### src/rtl/cipher_link_pkg.sv
// +----------------------------------------------------------------------------+
// | Module      : cipher_link_pkg                                              |
// | Description : Shared definitions for the cipher serial link: ciphertext    |
// |               word width, sync preamble, frame length and the transmit     |
// |               FSM state type. Used by both the framer and the deframer.    |
// | Ports       : none (package)                                               |
// | Revision    : 1.0 - initial release                                        |
// +----------------------------------------------------------------------------+
`timescale 1ns/1ps
`default_nettype none

package cipher_link_pkg;

    localparam int         CIPHER_W     = 18;
    localparam logic [7:0] SYNC_PATTERN = 8'hA5;
    localparam int         SYNC_BITS    = 8;
    // preamble + data + parity + stop
    localparam int         FRAME_BITS   = SYNC_BITS + CIPHER_W + 2;

    typedef enum logic [2:0] {
        ST_IDLE     = 3'd0,
        ST_PREAMBLE = 3'd1,
        ST_DATA     = 3'd2,
        ST_PARITY   = 3'd3,
        ST_STOP     = 3'd4
    } tx_state_t;

endpackage

`default_nettype wire

### src/rtl/cipher_word_fifo.sv
// +----------------------------------------------------------------------------+
// | Module      : cipher_word_fifo                                             |
// | Description : Single-clock synchronous FIFO with first-word-fall-through   |
// |               head output and an occupancy count.                          |
// | Ports       : clk, rst      - clock, synchronous active-high reset          |
// |               i_push/i_data - write strobe and data (ignored when full)    |
// |               i_pop         - remove head word (ignored when empty)        |
// |               o_head        - word at the head of the queue                |
// |               o_count       - number of stored words                       |
// |               o_full/o_empty- occupancy flags                              |
// | Revision    : 1.0 - initial release                                        |
// +----------------------------------------------------------------------------+
`timescale 1ns/1ps
`default_nettype none

module cipher_word_fifo #(
    parameter int WIDTH = 18,
    parameter int DEPTH = 4
) (
    input  logic                     clk,
    input  logic                     rst,
    input  logic                     i_push,
    input  logic [WIDTH-1:0]         i_data,
    input  logic                     i_pop,
    output logic [WIDTH-1:0]         o_head,
    output logic [$clog2(DEPTH):0]   o_count,
    output logic                     o_full,
    output logic                     o_empty
);

    localparam int c_PTR_W = $clog2(DEPTH);
    localparam int c_CNT_W = c_PTR_W + 1;

    logic [WIDTH-1:0]   r_mem [DEPTH];
    logic [c_PTR_W-1:0] r_wr_ptr;
    logic [c_PTR_W-1:0] r_rd_ptr;
    logic [c_CNT_W-1:0] r_count;
    logic               w_push_ok;
    logic               w_pop_ok;

    assign o_full    = (r_count == c_CNT_W'(DEPTH));
    assign o_empty   = (r_count == '0);
    assign o_count   = r_count;
    assign o_head    = r_mem[r_rd_ptr];
    // A full FIFO refuses the write even when a pop frees a slot this cycle.
    assign w_push_ok = i_push && !o_full;
    assign w_pop_ok  = i_pop && !o_empty;

    // Storage needs no reset; the count alone defines which entries are valid.
    always_ff @(posedge clk) begin
        if (w_push_ok) begin
            r_mem[r_wr_ptr] <= i_data;
        end
    end

    // DEPTH is a power of two, so the pointers wrap naturally.
    always_ff @(posedge clk) begin
        if (rst) begin
            r_wr_ptr <= '0;
            r_rd_ptr <= '0;
            r_count  <= '0;
        end else begin
            if (w_push_ok) begin
                r_wr_ptr <= r_wr_ptr + c_PTR_W'(1);
            end
            if (w_pop_ok) begin
                r_rd_ptr <= r_rd_ptr + c_PTR_W'(1);
            end
            case ({w_push_ok, w_pop_ok})
                2'b10:   r_count <= r_count + c_CNT_W'(1);
                2'b01:   r_count <= r_count - c_CNT_W'(1);
                default: ;
            endcase
        end
    end

endmodule

`default_nettype wire

### src/rtl/cipher_frame_tx.sv
// +----------------------------------------------------------------------------+
// | Module      : cipher_frame_tx                                              |
// | Description : Serial transmit framer for XTEA ciphertext words. Buffers    |
// |               words in a FIFO and sends each as SYNC, data MSB first,      |
// |               even parity and a stop bit, BIT_DIV clocks per bit.          |
// | Ports       : clk, rst   - clock, synchronous active-high reset            |
// |               word_in    - ciphertext word                                 |
// |               word_valid - word_in valid this cycle                        |
// |               word_ready - FIFO can accept (low during rst)                |
// |               tx_bit     - registered serial line, idles high              |
// |               tx_active  - high while a frame is on the line               |
// |               frame_done - pulse in the last cycle of each stop bit        |
// |               fifo_level - buffered word count                             |
// | Revision    : 1.0 - initial release                                        |
// +----------------------------------------------------------------------------+
`timescale 1ns/1ps
`default_nettype none

module cipher_frame_tx
    import cipher_link_pkg::*;
#(
    parameter int         WORD_W     = CIPHER_W,
    parameter int         FIFO_DEPTH = 4,
    parameter logic [7:0] SYNC       = SYNC_PATTERN,
    parameter int         BIT_DIV    = 4
) (
    input  logic                          clk,
    input  logic                          rst,
    input  logic [WORD_W-1:0]             word_in,
    input  logic                          word_valid,
    output logic                          word_ready,
    output logic                          tx_bit,
    output logic                          tx_active,
    output logic                          frame_done,
    output logic [$clog2(FIFO_DEPTH):0]   fifo_level
);

    localparam int c_FRAME_W = SYNC_BITS + WORD_W + 2;
    localparam int c_DIV_W   = (BIT_DIV > 1) ? $clog2(BIT_DIV) : 1;
    localparam int c_IDX_W   = $clog2((WORD_W > SYNC_BITS) ? WORD_W : SYNC_BITS);
    localparam logic [c_DIV_W-1:0] c_LAST_DIV = c_DIV_W'(BIT_DIV - 1);

    tx_state_t            r_state;
    logic [c_DIV_W-1:0]   r_div;
    logic [c_IDX_W-1:0]   r_bit_idx;
    // Bits still to send after the one currently on tx_bit.
    logic [c_FRAME_W-2:0] r_shift;

    logic                 w_full;
    logic                 w_empty;
    logic [WORD_W-1:0]    w_head;
    logic                 w_push;
    logic                 w_load;
    logic                 w_bit_end;
    logic [c_DIV_W-1:0]   w_div_nxt;
    logic [c_FRAME_W-1:0] w_frame;

    assign word_ready = !w_full && !rst;
    assign w_push     = word_valid && word_ready;
    assign w_bit_end  = (r_div == c_LAST_DIV);
    assign w_div_nxt  = w_bit_end ? '0 : r_div + c_DIV_W'(1);
    // Pop in IDLE, or at the end of STOP so frames run back to back.
    assign w_load     = !rst && !w_empty &&
                        ((r_state == ST_IDLE) || ((r_state == ST_STOP) && w_bit_end));
    assign w_frame    = {SYNC, w_head, ^w_head, 1'b1};

    cipher_word_fifo #(
        .WIDTH (WORD_W),
        .DEPTH (FIFO_DEPTH)
    ) u_fifo (
        .clk     (clk),
        .rst     (rst),
        .i_push  (w_push),
        .i_data  (word_in),
        .i_pop   (w_load),
        .o_head  (w_head),
        .o_count (fifo_level),
        .o_full  (w_full),
        .o_empty (w_empty)
    );

    always_ff @(posedge clk) begin
        if (rst) begin
            r_state    <= ST_IDLE;
            r_div      <= '0;
            r_bit_idx  <= '0;
            r_shift    <= '1;
            tx_bit     <= 1'b1;
            tx_active  <= 1'b0;
            frame_done <= 1'b0;
        end else begin
            frame_done <= 1'b0;

            if (r_state != ST_IDLE) begin
                r_div <= w_div_nxt;
                if (w_bit_end) begin
                    tx_bit  <= r_shift[c_FRAME_W-2];
                    r_shift <= {r_shift[c_FRAME_W-3:0], 1'b1};
                end
            end

            case (r_state)
                ST_IDLE: begin
                    tx_bit <= 1'b1;
                end
                ST_PREAMBLE: begin
                    if (w_bit_end) begin
                        if (r_bit_idx == c_IDX_W'(SYNC_BITS - 1)) begin
                            r_bit_idx <= '0;
                            r_state   <= ST_DATA;
                        end else begin
                            r_bit_idx <= r_bit_idx + c_IDX_W'(1);
                        end
                    end
                end
                ST_DATA: begin
                    if (w_bit_end) begin
                        if (r_bit_idx == c_IDX_W'(WORD_W - 1)) begin
                            r_bit_idx <= '0;
                            r_state   <= ST_PARITY;
                        end else begin
                            r_bit_idx <= r_bit_idx + c_IDX_W'(1);
                        end
                    end
                end
                ST_PARITY: begin
                    if (w_bit_end) begin
                        r_state    <= ST_STOP;
                        // With one clock per bit the stop bit is its own last cycle.
                        frame_done <= (BIT_DIV == 1);
                    end
                end
                ST_STOP: begin
                    if (w_bit_end) begin
                        if (!w_load) begin
                            r_state   <= ST_IDLE;
                            tx_bit    <= 1'b1;
                            tx_active <= 1'b0;
                        end
                    end else begin
                        frame_done <= (w_div_nxt == c_LAST_DIV);
                    end
                end
                default: begin
                    r_state <= ST_IDLE;
                end
            endcase

            // Frame load overrides the per-bit updates above.
            if (w_load) begin
                r_state   <= ST_PREAMBLE;
                r_div     <= '0;
                r_bit_idx <= '0;
                r_shift   <= w_frame[c_FRAME_W-2:0];
                tx_bit    <= w_frame[c_FRAME_W-1];
                tx_active <= 1'b1;
            end
        end
    end

endmodule

`default_nettype wire
### config.mk
export PLATFORM = sky130hd
export DESIGN_NAME = cipher_frame_tx
export DESIGN_NICKNAME = d
export VERILOG_FILES = /design/src/rtl/cipher_link_pkg.sv /design/src/rtl/cipher_word_fifo.sv /design/src/rtl/cipher_frame_tx.sv
export SDC_FILE = /design/constraint.sdc
export NUM_CORES = 1
export LEC_CHECK = 0
export CORE_ASPECT_RATIO = 0.8
export CORE_MARGIN = 2
export CORE_UTILIZATION = 45
export DETAILED_ROUTE_END_ITERATION = 12
export MAX_ROUTING_LAYER = met4
export PLACE_DENSITY = 0.71
export SLEW_MARGIN = 20
export SYNTH_ARGS = -nofsm -noshare
export SYNTH_HDL_FRONTEND = slang
export SYNTH_SLANG_ARGS = --single-unit
### constraint.sdc
create_clock -name clk -period 3.96 [get_ports clk]
set_input_delay 0.396 -clock clk [delete_from_list [all_inputs] [get_ports clk]]
set_output_delay 0.396 -clock clk [all_outputs]
set_load 0.1 [all_outputs]
After elaboration in Yosys (flattened, before gate mapping):

Memories as Yosys holds them, arrays and structs flattened. A register that Yosys moved wholly into a read port is not among the register bits.
Index checks and enable logic that the tools add are counted.
Widths: inputs -> output; s select.

* memories: 1
* logic and storage cells: 102
* flip-flop bits (word level): 46
* bits in writable memories: 72
* input bits: 21
* output and inout port bits: 7

* muxes and demuxes: 29
* bitwise operators: 2
* reduce and logical (&&, ||, !) cells: 28
* add/subtract/negate cells: 6
* eq/ne operators: 24

Memories
* u_fifo.r_mem: depth 4, bits a word 18, rd ports 1, clocked after memory_dff 1, write ports 1, line cipher_word_fifo.sv:34 `logic [WIDTH-1:0] r_mem [DEPTH];`

Operators with widths (number)
* $mux 27: 3
* $mux 5: 4
* $mux 3: 6
* $ne 3x2->1 const B: 6
* $reduce_xor 18->1: 1
* $pmux 3 s5: 1
* $reduce_and 7->1: 2
* $ne 2x2->1 const B: 6
* $pmux 5 s2: 1
* $reduce_bool 2->1: 5
* $mux 1: 9
* $logic_and 1x1->1: 7
* $add 2x1->2 const B: 3
* $eq 2x2->1 const B: 3
* $eq 3x2->1 const B: 2
* $eq 3x3->1 const B: 2
* $logic_not 3->1: 2
* $mux 2: 3
* $pmux 3 s2: 1
* $reduce_and 2->1: 3
* $add 5x1->5 const B: 1
* $eq 5x3->1 const B: 1
* $eq 5x5->1 const B: 1
* $add 3x1->3 const B: 1
* 12 further kinds: 15

Longest topological paths before layout:

* word-level depth: 7
* gate-level depth with buffers: 10
* mapped depth without buffers: 9

By module:

A second synthesis with hierarchy kept.

* cell total of the unflattened synthesis: 357
* area total of the unflattened synthesis: 5026.1 um^2

By module, submodules not included
* cipher_word_fifo: times used 1, sequential area each 2342.2 um^2, cells each 148, area each 3114.2 um^2
* cipher_frame_tx: times used 1, sequential area each 780.7 um^2, cells each 209, area each 1911.8 um^2

Worst setup path before layout:

OpenSTA, ideal clock, no wires.

* kind: reg2reg
* from: reg u_fifo.r_count[1], in the netlist u_fifo.o_count[1]
* to: reg u_fifo.r_count[2], in the netlist u_fifo.o_count[2]
* period minus slack after synthesis: 4.464 ns
* library setup time: 0.071 ns
* stages on the path, launching flop included: 10
* setup slack: -0.504 ns
* buffers on the path: 0
* data required time: 3.889 ns
* data arrival time: 4.394 ns
* cells stage by stage: dfxtp_1 inv_1 a31oi_1 nand2_1 ha_1 inv_1 fa_1 xor2_1 or3_1 a21oi_1

* longest elaborated chain between the ends: 7
* elaborated cells on any way between the ends: 16
* classes of those cells: add/sub (2); eq/ne (3); mux (1); reduce/logical (10)

Ends and longest elaborated chain
* start: declaration: line cipher_word_fifo.sv:37 `logic [c_CNT_W-1:0] r_count;`
* start signal: assignment: line cipher_word_fifo.sv:70 `2'b10: r_count <= r_count + c_CNT_W'(1);`
* start signal: assignment: line cipher_word_fifo.sv:71 `2'b01: r_count <= r_count - c_CNT_W'(1);`
* $eq 3x3->1 *: line cipher_word_fifo.sv:41 `assign o_full = (r_count == c_CNT_W'(DEPTH));`
* $logic_not 1->1 *: line cipher_frame_tx.sv:58 `assign word_ready = !w_full && !rst;`
* $logic_and 1x1->1 *: line cipher_frame_tx.sv:58
* via word_ready: line cipher_frame_tx.sv:31 `output logic word_ready,`
* $logic_and 1x1->1 *: line cipher_frame_tx.sv:59 `assign w_push = word_valid && word_ready;`
* $logic_and 1x1->1 *: line cipher_word_fifo.sv:46 `assign w_push_ok = i_push && !o_full;`
* $eq 2x1->1 or $eq 2x2->1 (tied branches): line cipher_word_fifo.sv:69 `case ({w_push_ok, w_pop_ok})`
* $pmux 3 s2 or $reduce_bool 2->1 (tied branches)

Mark *: on every way through the listed nets, which the timed path passes. The rest lies on a longest branch.
A chain may end at the register's enable or synchronous reset.

Worst setup path in the final report:

* from: reg r_state[0]
* to: reg u_fifo.r_count[2], in the netlist u_fifo.o_count[2]

* longest elaborated chain between the ends: 7
* elaborated cells on any way between the ends: 10
* classes of those cells: eq/ne (3); mux (1); reduce/logical (6)

Ends and longest elaborated chain
* start: declaration: line cipher_frame_tx.sv:43 `tx_state_t r_state;`
* start signal: assignment: line cipher_frame_tx.sv:84 `r_state <= ST_IDLE;`
* start signal: assignment: line cipher_frame_tx.sv:110 `r_state <= ST_DATA;`
* start signal: assignment: line cipher_frame_tx.sv:120 `r_state <= ST_PARITY;`
* $eq 3x3->1: line cipher_frame_tx.sv:64 `((r_state == ST_IDLE) || ((r_state == ST_STOP) && w_bit_end));`
* $logic_and 1x1->1: line cipher_frame_tx.sv:64
* $logic_or 1x1->1 *: line cipher_frame_tx.sv:64
* $logic_and 1x1->1 *: line cipher_frame_tx.sv:63 `assign w_load = !rst && !w_empty &&`
* $logic_and 1x1->1 *: line cipher_word_fifo.sv:47 `assign w_pop_ok = i_pop && !o_empty;`
* via u_fifo.w_pop_ok: line cipher_word_fifo.sv:39 `logic w_pop_ok;`
* $eq 2x1->1 or $eq 2x2->1 (tied branches): line cipher_word_fifo.sv:69
* $pmux 3 s2 or $reduce_bool 2->1 (tied branches)

Marked as above.

==> summary.txt <==
Setup repair bufs after CTS: 0
Critical path's slowest cell: or4_1
DRC viols: 0
# nets final: 438
Largest net degree at the start of global routing: 33
Die Height: 99.63 um
Kind of critical path: reg -> reg
Crit path launch type: flip-flop
Worst Hold Class: reg -> reg
Commonest non-fill, non-tap cell in the layout: edfxtp_1
CP max stage delay: 690 ps
Total GRT Usage: 18.82%
Root buf cell: clkbuf_16
Yosys reg bits: 120
Final period util: 73.52%
Std-Cell Rows: 34
Die ar.: 0.01231 mm2
Clock Skew: 12.35 ps
Most frequent cells in the layout: edfxtp_1, dfxtp_1, nor2_1, clkdlybuf4s50_1, o21ai_0
Number of fill cells in the layout: 884
Post-CTS resize count: 0
Cell Chain, Critical Path: or4_1 -> nor2_1 -> ha_1 -> inv_1 -> fa_1 -> xor2_1 -> or3_1 -> a21oi_1
CTS buffer count: 17
Syn Inst Count: 376
Post-CTS Hold Fix Bufs: 0
Kind of cell adding the most delay to the critical path: simple AND/OR/NAND/NOR gates
F_max: 343.5 MHz
Yosys warnings: 0
DRT Wirelength: 9864 um
Worst-Margin Slew: 999.8 ps
Peak VDD IR: 0.0003668 V
Core Area: 0.01102 mm2
Run status: finished, final reports clean
Clock-pin transition on the worst setup and hold timing paths: 50 ps
CTS Buffer Depth: 2
Crit path required time: 4290 ps
Ant diodes: 0
Slew Limit Fails: 0
Synthesized area: 0.005144 mm2
Via/cell ratio: 5.679
Multi-input gate area: 0.001868 mm2
Clock latency on the worst-skew pair: 410 ps
Pwr/cell area: 729.4 mW/mm2
Crit end category: flip-flop
Total negative slack: 0 ps
Overflow after GRT: 0
Buffers & Inverters on Critical Path: 1
Area grow syn2layout: 17.90%
Global-route wire length before repair: 16,830 um
DP HPWL: 6154 um
Design area: 0.006065 mm2
Initial core utilization: 46.68%
CTS sink cnt: 120
Unique masters post-synth: 51
Lkg Pwr: 2.112 nW
Die Width: 123.5 um
I/O Buffers: 27
DP Area: 0.005544 mm2
Fin crit period: 2912 ps
Register area: 0.003123 mm2
GPL Wtd Cong: 0.8181
Top post-synthesis cells by area: edfxtp_1, dfxtp_1, mux4_2
I/O pin total: 28
DRT iter0 DRCs: 345
CP Max Fanout: 9
Largest area contributor in the netlist: edfxtp_1
DR pass1 iterations: 5
DR WL/cell: 17.52 um
Slew HR: 33.34%
Synth top area share: 42.03%
Vias in the first global route: 3,284
Final setup vio count: 0
Max Cap Viol: 0
Post-synthesis sequential area ratio: 60.72%
Final hold vios: 0
RSZ-0062 raised after global routing: false
Syn Area/Cell: 13.68 um2
Syn nets: 407
Routed vias: 3,197
Arr. time, crit path: 3250 ps
H-tree depth: 4
CTS tree: built
Detail Route Antenna Nets: 0
Initial antenna violation count: 0
Share of cells above drive strength 1: 15.99%
## worst reg2reg max path: stages (launching register included)
cell and delay, ps:
dfxtp_1 400, or4_1 690, nor2_1 430, ha_1 270, inv_1 60, fa_1 370
xor2_1 150, or3_1 300, a21oi_1 150
## where the power goes
part | internal (W) | switching (W) | total, W | leakage [nW]
logic | 0.000677 | 0.000758 | 0.00144 | 0.818
registers | 0.00150 | 0.000130 | 0.00163 | 1.05
clock network | 0.000844 | 0.000517 | 0.00136 | 0.248
total | 0.00302 | 0.00141 | 0.00442 | 2.11
## kinds of logic (layout without fill, tap and decap cells)
group / after synthesis / after routing / share of synthesized area, %
AO/OA/AOI/OAI: 83 / 83 / 11.75
XOR/XNOR: 25 / 25 / 5.692
adder cells (fa/ha/maj): 10 / 10 / 2.579
buffers and inverters: 34 / 77 / 3.211
flip-flops: 120 / 120 / 60.72
multiplexers: 19 / 19 / 8.246
AND/OR/NAND/NOR: 85 / 85 / 7.809
## final timing paths
| path | startpoint | endpoint | slack, ps | cells after the start |
|---|---|---|---|---|
| setup / recovery | r_state[0] | u_fifo.o_count[2] | 1050 | 8 |
| hold / removal | r_shift[25] | r_shift[25] | 470 | 2 |
| setup reg to reg | r_state[0] | u_fifo.o_count[2] | 1050 | 8 |
| hold reg to reg | r_shift[25] | r_shift[25] | 470 | 2 |
## through the flow
stage | power (W) | instances | worst slack [ps] | util, % | hold slack (ps)
3_3_place_gp | 0.003047 | 532 | 817.1 | 50.32 | 453.3
4_1_cts | 0.004446 | 563 | 1065 | 55.04 | 468.4
3_5_place_dp | 0.003076 | 532 | 718.2 | 50.32 | 456.3
6_report | 0.004423 | 563 | 1048 | 55.04 | 465.2
2_1_floorplan | 0.002796 | 376 | 334.0 | - | 439.1
5_1_grt | 0.004679 | 563 | 844.9 | 55.04 | 486.5
## state kept, by name (all words and copies together), names as in the netlist, 2 cells and up, named ones only
name and count:
u_fifo.r_wr_ptr 2, u_fifo.r_rd_ptr 2, r_div 2, u_fifo.o_count 3, r_shift 26, r_state 3
u_fifo.r_mem 72, r_bit_idx 5
## metal layers
layer  vias to the layer above  wire [um]  global-route usage (%)
met5                         -          0                       -
met4                         0        129                   7.780
met3                        16        478                   5.505
met2                        79       4566                   27.09
met1                      1601       4690                   25.01
li1                       1501          -                       -
## layout make-up
| class | count | share of cell area (%) |
|---|---|---|
| Timing Repair Buffer | 36 | 5.529 |
| Multi-Input combinational cell | 222 | 30.80 |
| Tap cell | 144 | 2.971 |
| Clock buffer | 20 | 7.200 |
| Inverter | 10 | 0.6189 |
| Clock inverter | 11 | 1.382 |
| Sequential cell | 120 | 51.50 |
## cell usage after synthesis, drive strengths merged
master    n
a211oi    1
a21oi     9
a221o     4
a221oi   18
a22o     18
a2bb2oi   1
a31o      1
a31oi     1
and2      1
and3      6
and4      1
buf       6
clkbuf   18
dfxtp    48
edfxtp   72
fa        1
ha        9
inv      10
mux2      1
mux4     18
nand2    13
nand2b    1
nand3     4
nand3b    1
nand4     3
nor2     37
nor2b     2
nor3      8
nor3b     1
nor4      3
nor4bb    1
o211ai    1
o21a      1
o21ai    26
o22ai     1
o311ai    1
or2       1
or3       1
or4       1
xnor2    16
xnor3     1
xor2      8
Note: power is estimated with default switching activity, not from simulation.
